`src/rtl/core_pipe_uop_queue_pkg.sv`:
```
// Decoded-uop layout shared by decode, the uop queue and execute.
// Field offsets are listed LSB-first; pack/unpack keep the queue payload-agnostic.
package core_pipe_uop_queue_pkg;

    typedef struct packed {
        logic [31:0] pc;
        logic [31:0] opr_a;
        logic [31:0] opr_b;
        logic [31:0] opr_c;
        logic [4:0]  rd;
        logic [3:0]  alu_op;
        logic [3:0]  lsu_op;
        logic [2:0]  mdu_op;
        logic [2:0]  csr_op;
        logic [2:0]  cfu_op;
        logic [1:0]  op_w;
        logic [31:0] instr;
    } core_uop_t;

    localparam int CORE_UOP_W   = $bits(core_uop_t);

    localparam int UOP_INSTR_LO = 0;
    localparam int UOP_INSTR_HI = 31;
    localparam int UOP_OPW_LO   = 32;
    localparam int UOP_OPW_HI   = 33;
    localparam int UOP_CFU_LO   = 34;
    localparam int UOP_CFU_HI   = 36;
    localparam int UOP_CSR_LO   = 37;
    localparam int UOP_CSR_HI   = 39;
    localparam int UOP_MDU_LO   = 40;
    localparam int UOP_MDU_HI   = 42;
    localparam int UOP_LSU_LO   = 43;
    localparam int UOP_LSU_HI   = 46;
    localparam int UOP_ALU_LO   = 47;
    localparam int UOP_ALU_HI   = 50;
    localparam int UOP_RD_LO    = 51;
    localparam int UOP_RD_HI    = 55;
    localparam int UOP_OPRC_LO  = 56;
    localparam int UOP_OPRC_HI  = 87;
    localparam int UOP_OPRB_LO  = 88;
    localparam int UOP_OPRB_HI  = 119;
    localparam int UOP_OPRA_LO  = 120;
    localparam int UOP_OPRA_HI  = 151;
    localparam int UOP_PC_LO    = 152;
    localparam int UOP_PC_HI    = 183;

    function automatic logic [CORE_UOP_W-1:0] uop_pack(input core_uop_t u);
        logic [CORE_UOP_W-1:0] v;
        v = '0;
        v[UOP_INSTR_HI:UOP_INSTR_LO] = u.instr;
        v[UOP_OPW_HI:UOP_OPW_LO]     = u.op_w;
        v[UOP_CFU_HI:UOP_CFU_LO]     = u.cfu_op;
        v[UOP_CSR_HI:UOP_CSR_LO]     = u.csr_op;
        v[UOP_MDU_HI:UOP_MDU_LO]     = u.mdu_op;
        v[UOP_LSU_HI:UOP_LSU_LO]     = u.lsu_op;
        v[UOP_ALU_HI:UOP_ALU_LO]     = u.alu_op;
        v[UOP_RD_HI:UOP_RD_LO]       = u.rd;
        v[UOP_OPRC_HI:UOP_OPRC_LO]   = u.opr_c;
        v[UOP_OPRB_HI:UOP_OPRB_LO]   = u.opr_b;
        v[UOP_OPRA_HI:UOP_OPRA_LO]   = u.opr_a;
        v[UOP_PC_HI:UOP_PC_LO]       = u.pc;
        return v;
    endfunction

    function automatic core_uop_t uop_unpack(input logic [CORE_UOP_W-1:0] v);
        core_uop_t u;
        u.instr  = v[UOP_INSTR_HI:UOP_INSTR_LO];
        u.op_w   = v[UOP_OPW_HI:UOP_OPW_LO];
        u.cfu_op = v[UOP_CFU_HI:UOP_CFU_LO];
        u.csr_op = v[UOP_CSR_HI:UOP_CSR_LO];
        u.mdu_op = v[UOP_MDU_HI:UOP_MDU_LO];
        u.lsu_op = v[UOP_LSU_HI:UOP_LSU_LO];
        u.alu_op = v[UOP_ALU_HI:UOP_ALU_LO];
        u.rd     = v[UOP_RD_HI:UOP_RD_LO];
        u.opr_c  = v[UOP_OPRC_HI:UOP_OPRC_LO];
        u.opr_b  = v[UOP_OPRB_HI:UOP_OPRB_LO];
        u.opr_a  = v[UOP_OPRA_HI:UOP_OPRA_LO];
        u.pc     = v[UOP_PC_HI:UOP_PC_LO];
        return u;
    endfunction

    // Pointer width for a DEPTH-entry ring; a single-entry queue still needs one bit.
    function automatic int uop_q_ptr_w(input int depth);
        return (depth > 1) ? $clog2(depth) : 1;
    endfunction

endpackage

```
`src/rtl/core_pipe_uop_queue.sv`:
```
// DEPTH-entry decoded-uop FIFO between decode (s1) and execute (s3).
// All outputs come from flops only; no combinational path from any input to any output.
module core_pipe_uop_queue
    import core_pipe_uop_queue_pkg::*;
#(
    parameter int DEPTH    = 2,
    parameter int UOP_W    = CORE_UOP_W,
    parameter int AFULL_LV = 1
) (
    input  logic                       g_clk,
    input  logic                       g_resetn,
    input  logic                       s2_flush,
    input  logic                       s1_valid,
    output logic                       s1_ready,
    input  logic [UOP_W-1:0]           s1_uop,
    output logic                       s1_afull,
    output logic                       s2_valid,
    input  logic                       s3_ready,
    output logic [UOP_W-1:0]           s2_uop,
    output logic [$clog2(DEPTH+1)-1:0] s2_count
);

    localparam int CNT_W = $clog2(DEPTH + 1);
    localparam int PTR_W = uop_q_ptr_w(DEPTH);

    localparam logic [CNT_W-1:0] CNT_FULL = CNT_W'(DEPTH);
    localparam logic [PTR_W-1:0] PTR_LAST = PTR_W'(DEPTH - 1);

    logic [UOP_W-1:0] q [0:DEPTH-1];

    logic [PTR_W-1:0] wr_ptr;
    logic [PTR_W-1:0] rd_ptr;
    logic [CNT_W-1:0] count;
    logic [CNT_W-1:0] count_nxt;
    logic             afull;
    logic             push;
    logic             pop;

    // Explicit wrap so non-power-of-two depths work.
    function automatic logic [PTR_W-1:0] ptr_inc(input logic [PTR_W-1:0] p);
        return (p == PTR_LAST) ? '0 : p + PTR_W'(1);
    endfunction

    function automatic logic afull_of(input logic [CNT_W-1:0] c);
        return (DEPTH - int'(c)) <= AFULL_LV;
    endfunction

    assign s1_ready = (count != CNT_FULL);
    assign s2_valid = (count != '0);
    assign s2_count = count;
    assign s1_afull = afull;
    assign s2_uop   = q[rd_ptr] & {UOP_W{s2_valid}};

    always_comb begin
        push      = s1_valid && s1_ready && !s2_flush;
        pop       = s2_valid && s3_ready && !s2_flush;
        count_nxt = count;
        if (s2_flush) begin
            count_nxt = '0;
        end else if (push && !pop) begin
            count_nxt = count + CNT_W'(1);
        end else if (pop && !push) begin
            count_nxt = count - CNT_W'(1);
        end
    end

    always_ff @(posedge g_clk or negedge g_resetn) begin
        if (!g_resetn) begin
            wr_ptr <= '0;
            rd_ptr <= '0;
            count  <= '0;
            afull  <= (DEPTH <= AFULL_LV);
        end else begin
            count <= count_nxt;
            afull <= afull_of(count_nxt);
            if (s2_flush) begin
                wr_ptr <= '0;
                rd_ptr <= '0;
            end else begin
                if (push) wr_ptr <= ptr_inc(wr_ptr);
                if (pop)  rd_ptr <= ptr_inc(rd_ptr);
            end
        end
    end

    // Payload storage is deliberately unreset; s2_uop is masked while empty.
    always_ff @(posedge g_clk) begin
        if (push) q[wr_ptr] <= s1_uop;
    end

endmodule

```
`config.mk`:
```
export PLATFORM = sky130hd
export DESIGN_NAME = core_pipe_uop_queue
export DESIGN_NICKNAME = d
export VERILOG_FILES = /design/src/rtl/core_pipe_uop_queue_pkg.sv /design/src/rtl/core_pipe_uop_queue.sv
export SDC_FILE = /design/constraint.sdc
export NUM_CORES = 1
export LEC_CHECK = 0
export CELL_PAD_IN_SITES_DETAIL_PLACEMENT = 1
export CELL_PAD_IN_SITES_GLOBAL_PLACEMENT = 2
export CORE_MARGIN = 2
export CORE_UTILIZATION = 32
export CTS_BUF_LIST = sky130_fd_sc_hd__clkbuf_4
export DETAILED_ROUTE_END_ITERATION = 10
export PLACE_DENSITY = 0.77
export SETUP_SLACK_MARGIN = 0.2
export SYNTH_ARGS = -nofsm -noshare
export SYNTH_HDL_FRONTEND = slang
export SYNTH_SLANG_ARGS = --single-unit
export TNS_END_PERCENT = 50
```
`constraint.sdc`:
```
create_clock -name g_clk -period 10.11 [get_ports g_clk]
set_clock_uncertainty 0.2 [all_clocks]
set_input_delay 2.022 -clock g_clk [delete_from_list [all_inputs] [get_ports g_clk]]
set_output_delay 2.022 -clock g_clk [all_outputs]
set_load 0.02 [all_outputs]
```
Word-level counts from Yosys, hierarchy flattened
Memories as Yosys holds them, arrays and structs flattened.
Cells that the tools add are included.
Storage, ports and cells
  register bits: 5
  RAM bits: 368
  input port bits: 189
  output and inout port bits: 189
  word-level logic and storage cells: 36
  memories: 1
Cells by class
  mux-type cells: 11
  reductions and logical operators: 12
  equal/unequal tests: 1
  add/subtract/negate cells: 5
  bitwise gates (word level): 1
  $lt $le $gt $ge: 1
Memory list
  q: words 2, bits a word 184, read ports 1, clocked after memory_dff 0, write ports 1, RTL line core_pipe_uop_queue.sv:29  | logic [UOP_W-1:0] q [0:DEPTH-1];
Operators by type and width (number)
  184-bit AND: 1
  1-bit 2-to-1 mux: 8
  1-bit logical AND: 6
  2-bit 2-to-1 mux: 3
  2-bit nonzero test: 3
  3-bit by 2-bit less-or-equal comparator with 1-bit output, second input constant: 1
  1-bit logical NOT: 3
  2-bit by 2-bit subtractor with 3-bit output, first input constant: 1
  1-bit adder, second input constant: 2
  2-bit by 1-bit adder with 2-bit output, second input constant: 1
  2-bit != test, second input constant: 1
  2-bit by 1-bit subtractor with 2-bit output, second input constant: 1

Longest topological paths before layout
Gate-level depths: netlist of the first run.
  depth in word-level cells: 10
  gate-level depth with buffers: 7
  depth with buffers taken out: 5

Worst setup path before layout of the first run
Ideal clock, no wire load.
  kind: input -> register
  from: in s1_valid
  to: mem q[0][0] in the netlist's numbering (enable)
  slack: -763 ps
  stages on the path: 3
  data arrival time: 9943 ps
  path buffers: 0
  setup time: 731 ps
  required time: 9179 ps
  path through: nor2b_4 nand2_1 nor2_1
Between the ends
  word-level cells in the longest chain between the ends: 4
RTL lines
  start: declaration: RTL line core_pipe_uop_queue.sv:13  | input logic s1_valid,
  1-bit logical AND (2 in series): RTL line core_pipe_uop_queue.sv:55  | push = s1_valid && s1_ready && !s2_flush;
  1-bit 2-to-1 mux: RTL line core_pipe_uop_queue.sv:88  | if (push) q[wr_ptr] <= s1_uop;
  1-bit 2-to-1 mux (implied by the code): RTL line core_pipe_uop_queue.sv:88
  end: declaration: RTL line core_pipe_uop_queue.sv:29
Every way passes these cells.

Worst setup path after layout of the first run
  from: reg rd_ptr
  to: out s2_uop[169]
Between the ends
  word-level cells in the longest chain between the ends: 2
RTL lines
  start: declaration: RTL line core_pipe_uop_queue.sv:32  | logic [PTR_W-1:0] rd_ptr;
  start signal: assignment: RTL line core_pipe_uop_queue.sv:81  | if (pop) rd_ptr <= ptr_inc(rd_ptr);
  memory 2 x 184 bit
  184-bit AND: RTL line core_pipe_uop_queue.sv:52  | assign s2_uop = q[rd_ptr] & {UOP_W{s2_valid}};
  end: declaration: RTL line core_pipe_uop_queue.sv:19  | output logic [UOP_W-1:0] s2_uop,
Every way passes these cells.

==> metrics, run 1 <==
part of the Yosys area used for sequential elements 78.5%; Reg2Reg Launch Point s2_count[0]; Crit. Startpoint rd_ptr; Die H 215 um; Leak 6.61 nW; relative slew slack 26.0%; initial antenna violation count 3; post-synthesis xor/xnor area fraction 0.281%; hpwl dp 23100 um; CP endpoint kind output port; Slew Viols, Final 0; Distinct cells, synth 23; clk root buf clkbuf_4; Mapped Avg Cell Area 17.5 um2; Placer Congestion 0.733; final period utilization 58.6%; WP data required 7.89 ns; Vias 8642; crit-path cells buf_4 > mux2i_1 > nor2_1 > clkdlybuf4s50_1; Hold Crit Class flop to flop; Synth area leader edfxtp_1; I/O Pins 378; fillers 4536; # rows 77; Post-Syn Nets 1003; critical path type flop to output port; Synth Area in Adders 0.176%; clk_lat worst skew 0.80 ns; dpl ws 4.47 ns; final worst setup slack 4.19 ns; Setup Viol. Count Final 0; mux cell area share after synthesis 13.0%; Worst path slowest cell dfrtp_4; input/output buffers 377; layout cells sized above 1 13.7%; die area 46200 um2; Die X 215 um; RSZ-0062 raised after global routing no; Initial Utilization 32.3%; Worst-Margin Slew 1.11 ns; Synth top area share 77.6%; Synth Area in Compound Gates 0.237%; WHS Path Cells 2; cell count after synthesis 812; drt drc 0; Max Freq 169 MHz; first-pass GRT wire length 54700 um; Area contributors post-synth edfxtp_1 78%, mux2i_1 13%, nor2_1 5.0%; Clock Path Buffers 3; hold_sp wr_ptr; MaxCap Viol Count 0; CTS tree yes; PwrDens 271 nW/um2; Clock transition at path regs 0.06 ns; Hold Violations, Final 0; GRT Overall Usage 15.5%; 1st-iter DRT viols 374; drt wl/cell 18.6 um; CP max FO 56; Ys Warns 0; synthesized area 14200 um2; crit start category flop; Worst EP arrival 3.70 ns; Inserted Clock Buffers 100; FF+latch count, synth 373; Initial DRT Pass Iterations 6; peak supply drop 0.212 mV; final setup TNS 0 ns; status completed; Via density 4.49; P&R area growth vs syn 39.1%; DRT antenna net count 0; Core ar. 44100 um2; R2R cell count 7; Max stage delay on crit path 0.93 ns; grt total ovfl 0; Hold-fix buffers, CTS 0; htree depth 3; TritonCTS sink count 373; Nets 1448; post-CTS setup buffer count 0; total wire length 35900 um; vias in the first global route 9468; combinational family with the most area after synthesis multiplexers; largest net degree at the start of global routing 89; cts repair resizes 0; Synth Area in Simple Gates 5.40%; Period minus WS final 5.92 ns
-- sequential cells by signal, indices dropped and copies added (netlist names) --
name	cells
s2_count	2
wr_ptr	1
s1_afull	1
q	368
rd_ptr	1
-- layer usage --
metal	global-route usage (%)	up-vias	wire length (um)	share of wire, %
li1	-	3982	-	-
met1	18.3	4260	14400	40
met2	25.0	329	17300	48
met3	6.48	67	3250	9.1
met4	6.62	4	886	2.5
met5	0	-	27	0.075
-- through the flow --
stage          hold WS (ns)  instance area, um2  util [%]  cells  total power [mW]
4_1_cts               0.460               19800      44.9   1924              5.48
6_report              0.449               19800      44.9   1925              5.37
3_3_place_gp          0.417               18500      42.0   1747              4.09
5_1_grt               0.494               19800      44.9   1925              5.66
3_5_place_dp          0.440               18500      42.0   1747              4.11
2_1_floorplan         0.342               14200         -    812              3.17
-- area by class of cell --
class                      count  area [um2]  area share, %
antenna                        1        2.50         0.0126
clock buffer                 164        1230           6.21
clock inverter                13        48.8          0.246
inverter                       5        18.8         0.0947
multi-input combinational    391        2750           13.9
sequential                   373       11200           56.4
tap                          592         741           3.74
timing repair buffer         386        3850           19.4
-- worst max-delay path, delay by kind of cell, from the launching register on --
family	cells	cell delay, ns
buf+inv	2	1.55
simple gates	1	0.21
mux	1	0.17
flops	1	0.93
-- report_power, final --
group          leakage (nW)  total, mW  switching, mW  internal [mW]
clock network         0.775       1.32          0.596          0.722
logic                  2.40       2.10           1.19          0.912
registers              3.44       1.95         0.0701           1.88
-- layout by cell type, fill, tap and decap left out, types with 2 or more instances in the layout --
cell	n
xnor2_1	2
nor2_1	187
clkdlybuf4s50_1	377
edfxtp_1	368
clkbuf_4	164
dfrtp_1	4
inv_1	5
o22ai_1	2
clkinv_1	13
mux2i_1	185
buf_4	8
or2_2	2
-- synthesized netlist by cell type --
cell	number
nor2_1	188
nand3b_1	1
buf_4	5
ha_1	2
and3_1	2
nor3_1	1
buf_1	2
clkbuf_1	6
o22ai_1	2
buf_6	18
xnor2_1	2
nor2b_2	1
dfrtp_1	5
nand2_1	1
buf_2	12
or2_2	2
inv_1	5
o21ai_0	1
xnor3_1	1
edfxtp_1	368
o32ai_2	1
mux2i_1	185
nor2b_4	1
-- path summary, 6_finish.rpt --
check                              end  slack, ns
min in group asynchronous  s2_count[0]       1.26
hold / removal                  wr_ptr       0.45
setup reg to reg              q[0][61]       6.14
max in group asynchronous       rd_ptr       8.21
hold reg to reg                 wr_ptr       0.45
setup / recovery           s2_uop[169]       4.19
-- kinds of logic (layout without fill, tap and decap cells) --
kind of cell | after synthesis | after routing
DFF | 373 | 373
and+or+nand+nor | 197 | 197
muxes | 185 | 185
buffers and inverters | 48 | 568
AOI/OAI and AO/OA | 4 | 4
xor gates and xnor gates | 3 | 3
adders and majority gates | 2 | 2
other | 0 | 1
Power figures use the tool's default switching activity.
==> run 2, diff against run 1 <==
--- a/config.mk
+++ b/config.mk
@@ -8,10 +8,10 @@
 export CELL_PAD_IN_SITES_DETAIL_PLACEMENT = 1
 export CELL_PAD_IN_SITES_GLOBAL_PLACEMENT = 2
 export CORE_MARGIN = 2
-export CORE_UTILIZATION = 32
+export CORE_UTILIZATION = 35
 export CTS_BUF_LIST = sky130_fd_sc_hd__clkbuf_4
 export DETAILED_ROUTE_END_ITERATION = 10
-export PLACE_DENSITY = 0.77
+export PLACE_DENSITY = 0.8
 export SETUP_SLACK_MARGIN = 0.2
 export SYNTH_ARGS = -nofsm -noshare
 export SYNTH_HDL_FRONTEND = slang
==> constraint.sdc (replaced) <==
create_clock -name g_clk -period 5.8 [get_ports g_clk]
set_clock_uncertainty 0.2 [all_clocks]
set_input_delay 1.16 -clock g_clk [delete_from_list [all_inputs] [get_ports g_clk]]
set_output_delay 1.16 -clock g_clk [all_outputs]
set_load 0.02 [all_outputs]
==> metrics, run 2 (same netlist as run 1, synthesis figures left out) <==
most frequent cells in the layout 377 x clkdlybuf4s50_1, 368 x edfxtp_1, 187 x nor2_1; WP data required 4.44 ns (-3.45 ns); htree depth 3 (unchanged); DRT antenna net count 0 (unchanged); max reg flops 368 (unchanged); Total Power 9.33 mW (+74%); 1st-iter DRT viols 314 (-16%); layout cells sized above 1 13.1% (-0.53 points); CP endpoint kind output port; CTS tree yes; Final Util 49.7% (+4.7 points); length of routed met3 wiring 3180 um (-2.4%); drt wl/cell 18.9 um (+1.7%); initial antenna violation count 1 (-2); R2R cell count 6 (-1); design area 19800 um2 (about the same); Initial Utilization 35.7% (+3.4 points); Leak 6.62 nW (+0.22%); Worst EP arrival 3.23 ns (-0.47 ns); # rows 73 (-5.2%); Core ar. 39900 um2 (-9.5%); cts repair resizes 0 (unchanged); MaxCap Viol Count 0 (unchanged); met2 wire len 17000 um (-1.6%); relative slew slack 39.3% (+13 points); vias in the first global route 9275 (-2.0%); Hold-fix buffers, CTS 0 (unchanged); Initial DRT Pass Iterations 6 (unchanged); Pint 6.15 mW (+75%); RSZ-0062 raised after global routing no; clock share of power 24.2% (-0.4 points); Worst setup endpoint s2_uop[106]; crit start category flop; Max Freq 218 MHz; Placer Congestion 0.724 (-1.2%); top sig layer met4; Flop pwr share 36.4% (about the same); hpwl dp 23500 um (+1.5%); P&R area growth vs syn 39.1% (about the same); Reg2Reg Launch Point s2_count[0]; clk_lat worst skew 0.72 ns (-0.08 ns); peak supply drop 0.286 mV (+35%); GRT Overall Usage 16.3% (+0.83 points); fillers 3920 (-14%); Hold Violations, Final 0 (unchanged); Setup Viol. Count Final 0 (unchanged); Nets 1451 (+0.21%); Worst-Margin Slew 0.908 ns (-0.202 ns); grt total ovfl 0 (unchanged); sw power 3.18 mW (+71%); commonest non-fill, non-tap cell in the layout clkdlybuf4s50_1; final period utilization 79.2%; Via density 4.57 (+1.7%); post-CTS setup buffer count 0 (unchanged); Clock Path Buffers 3 (unchanged); critical path type flop to output port; clk root buf clkbuf_4; Clock transition at path regs 0.06 ns (about the same); I/O Pins 378 (unchanged); wl on met1 14100 um (-2.0%); status completed; Inserted Clock Buffers 96 (-4.0%); CP max FO 98 (+75%); total wire length 35100 um (-2.2%); drt drc 0 (unchanged); Slew Viols, Final 0 (unchanged); Vias 8456 (-2.2%); Period minus WS final 4.59 ns; Crit. Startpoint s2_count[0]; reg-to-reg setup timing slack 2.86 ns (-3.28 ns); PwrDens 471 nW/um2 (+74%); largest net degree at the start of global routing 99 (+11%); first-pass GRT wire length 51900 um (-5.0%); input/output buffers 377 (unchanged); Die H 206 um (-4.3%); TritonCTS sink count 373 (unchanged); reg2reg end q[0][145]; Reg with most FFs q; Combinational Power Share 39.4% (+0.2 points); Switching Share 34.1% (-0.50 points); die area 42300 um2 (-8.4%); Post-DP Area 18600 um2 (+0.24%); Die X 206 um (-4.3%); Hold Crit Class flop to flop
## run 2: cell count changes in the layout (fill, tap and decap cells not counted)
cell | before | now
clkinvlp_4 | 0 | 1
diode_2 | 1 | 2
inv_2 | 0 | 1
buf_12 | 1 | 7
bufinv_16 | 0 | 3
clkinv_1 | 13 | 14
buf_4 | 8 | 9
clkbuf_4 | 164 | 144
## run 2: power by group through the flow
stage          Combinational (mW)  Sequential (mW)  Clock (mW)
6_report                     3.67             3.40        2.26
5_1_grt                      3.93             3.42        2.50
4_1_cts                      3.75             3.40        2.37
3_5_place_dp                 3.73             3.46           0
3_3_place_gp                 3.70             3.44           0
2_1_floorplan                2.10             3.41           0
## run 2: worst min path at each step
stage,start,endpoint,slack (ns),cells after the start
finish,wr_ptr,wr_ptr,0.47,2
global route,g_resetn,rd_ptr,0.39,1
CTS,g_resetn,s1_afull,0.35,1
detailed placement,wr_ptr,wr_ptr,0.45,2
global placement,wr_ptr,wr_ptr,0.41,2
floorplan,wr_ptr,wr_ptr,0.38,2
## run 2: metrics by stage
step / setup WS (ns) / instances / TNS, ns / hold slack (ns)
floorplan: -0.591 / 812 / -108.65 / 0.377
global placement: 1.96 / 1687 / 0 / 0.411
detailed placement: 1.90 / 1687 / 0 / 0.453
CTS: 1.04 / 1850 / 0 / 0.353
global route: 0.879 / 1851 / 0 / 0.389
finish: 1.21 / 1852 / 0 / 0.466
## run 2: critical path, stage by stage, from the launching register on
cell and delay (ns):
dfrtp_1 0.40, inv_1 0.18, ha_4 0.60, buf_12 0.45, nor2_1 0.16, clkdlybuf4s50_1 0.57
## run 2: layer usage
layer  vias to the layer above  global-route usage [%]
li1                       3964                       -
met1                      4123                    19.2
met5                         -                       0
met4                         0                    6.65
met3                        61                    6.48
met2                       308                    26.8
## run 2: final cells by class
class	instances	area, um2	share of cell area, %
tap	525	657	3.31
timing repair buffer	393	3980	20.1
antenna	2	5.00	0.0252
sequential	373	11200	56.4
clock inverter	19	154	0.776
multi-input combinational	391	2750	13.8
inverter	5	18.8	0.0947
clock buffer	144	1080	5.45
==> run 3, diff against run 2 <==
==> constraint.sdc (replaced) <==
create_clock -name g_clk -period 4.4 [get_ports g_clk]
set_clock_uncertainty 0.2 [all_clocks]
set_input_delay 0.88 -clock g_clk [delete_from_list [all_inputs] [get_ports g_clk]]
set_output_delay 0.88 -clock g_clk [all_outputs]
set_load 0.02 [all_outputs]
==> metrics, run 3 (same netlist as run 1, synthesis figures left out) <==
status completed; critical path type flop to output port; WP data required 3.32 ns (-1.12 ns); Placer Congestion 0.738 (+2.0%); placed cells 1689 (+0.12%); Initial Utilization 35.7% (unchanged); first-pass GRT wire length 53700 um (+3.4%); Worst-Margin Slew 0.722 ns (-0.186 ns); Core ar. 39900 um2 (unchanged); Final Util 49.8% (+0.097 points); cts repair resizes 0 (unchanged); WHS 0.168 ns (-0.299 ns); Max stage delay on crit path 0.71 ns (+0.11 ns); drt drc 0 (unchanged); clk root buf clkbuf_4; layout cells sized above 1 13.6% (+0.45 points); Via density 4.58 (+0.23%); commonest non-fill, non-tap cell in the layout clkdlybuf4s50_1; fillers 3952 (+0.82%); initial antenna violation count 5 (+4); Reg area 11200 um2 (unchanged); PwrDens 621 nW/um2 (+32%); Worst path slowest cell dfrtp_4; Clock transition at path regs 0.07 ns (about the same); Setup Viol. Count Final 0 (unchanged); Max Freq 251 MHz; Hold Violations, Final 0 (unchanged); relative slew slack 51.8% (+13 points); Reg2Reg Launch Point s2_count[0]; Reg with most FFs q; Slew Viols, Final 0 (unchanged); Vias 8517 (+0.72%); final period utilization 90.4%; crit-path cells buf_12 > mux2i_1 > nor2_1 > clkdlybuf4s50_1; grt total ovfl 0 (unchanged); Die H 206 um (unchanged); reg-to-reg setup timing slack 1.74 ns (-1.12 ns); largest net degree at the start of global routing 118 (+19%); Hold-fix buffers, CTS 0 (unchanged); CP max FO 51 (-48%); TritonCTS sink count 373 (unchanged); critical path's top delay family buffers and inverters; Initial DRT Pass Iterations 4 (-2); vias in the first global route 9326 (+0.55%); DRT antenna net count 0 (unchanged); Clock Path Buffers 3 (unchanged); Total Power 12.3 mW (+32%); input/output buffers 377 (unchanged); RSZ-0062 raised after global routing no; Period minus WS final 3.98 ns; Critical path buffers and inverters 2 (-1); footprint of the multi-input gates 2750 um2 (about the same); # rows 73 (unchanged); drt wl/cell 19.5 um (+2.9%); Worst EP arrival 2.90 ns (-0.33 ns); GRT Overall Usage 17.0% (+0.66 points); final setup TNS 0 ns (unchanged); Inserted Clock Buffers 99 (+3.1%); htree depth 3 (unchanged); hpwl dp 23900 um (+1.9%); peak supply drop 0.315 mV (+10%); MaxCap Viol Count 0 (unchanged); Die X 206 um (unchanged); CP endpoint kind output port; die area 42300 um2 (unchanged); clk_lat worst skew 0.75 ns (+0.03 ns); Hold Crit Class input port to asynchronous set/reset pin; CTS tree yes; Non-Filler Instances 1861 (+0.49%); total wire length 36300 um (+3.4%); post-CTS setup buffer count 0 (unchanged); reg2reg end q[1][159]; Nets 1456 (+0.34%); crit start category flop; R2R cell count 5 (-1); max reg flops 368 (unchanged); 1st-iter DRT viols 360 (+15%); most frequent cells in the layout 377 x clkdlybuf4s50_1, 368 x edfxtp_1, 187 x nor2_1; Leak 6.65 nW (+0.45%); P&R area growth vs syn 39.4%; I/O Pins 378 (unchanged)
run 3: changes by cell type in the layout (fill, tap and decap cells not counted), moves of 2 or more:
cell / delta
clkbuf_4: -6
clkinv_2: +9
inv_2: +3
buf_12: +3
clkinv_1: +2
run 3: metrics by stage:
step	instance area [um2]	setup slack, ns
after floorplan	14300	-0.120
after global placement	18600	1.16
after detailed placement	18600	1.13
after CTS	19900	0.311
after global routing	19900	0.236
final	19900	0.422
run 3: final cells by class:
type,instances,share of cell area [%]
Sequential cell,373,56.3
Timing Repair Buffer,395,20.3
Multi-Input combinational cell,391,13.8
Clock buffer,138,5.22
Tap cell,525,3.31
Clock inverter,31,0.907
Inverter,5,0.0945
Antenna cell,3,0.0378
run 3: power breakdown:
part	switching, mW	leakage, nW	internal [mW]
Sequential	0.130	3.44	4.31
Clock	1.37	0.740	1.56
Combinational	2.79	2.48	2.18
run 3: worst max-delay path by stage:
stage,start,endpoint,depth (start not counted),slack [ns]
floorplan,s1_valid,q[0][0],3,-0.12
global placement,s1_valid,q[1][143],4,1.16
detailed placement,s1_valid,q[1][120],4,1.13
CTS,s2_count[0],s2_uop[144],5,0.31
global route,rd_ptr,s2_uop[159],4,0.24
finish,rd_ptr,s2_uop[167],4,0.42
run 3: worst reg2reg max path: stages, from the launching register on:
cell and delay, ns:
dfrtp_1 0.38, inv_1 0.13, ha_1 0.27, nor2b_4 0.21, and3_4 0.63, buf_4 0.46
run 3: routing by layer:
metal / GRT usage [%] / wire length, um
met1: 19.4 / 14200
met4: 7.27 / 803
met3: 6.51 / 3020
met5: 0 / 27
met2: 28.5 / 18200
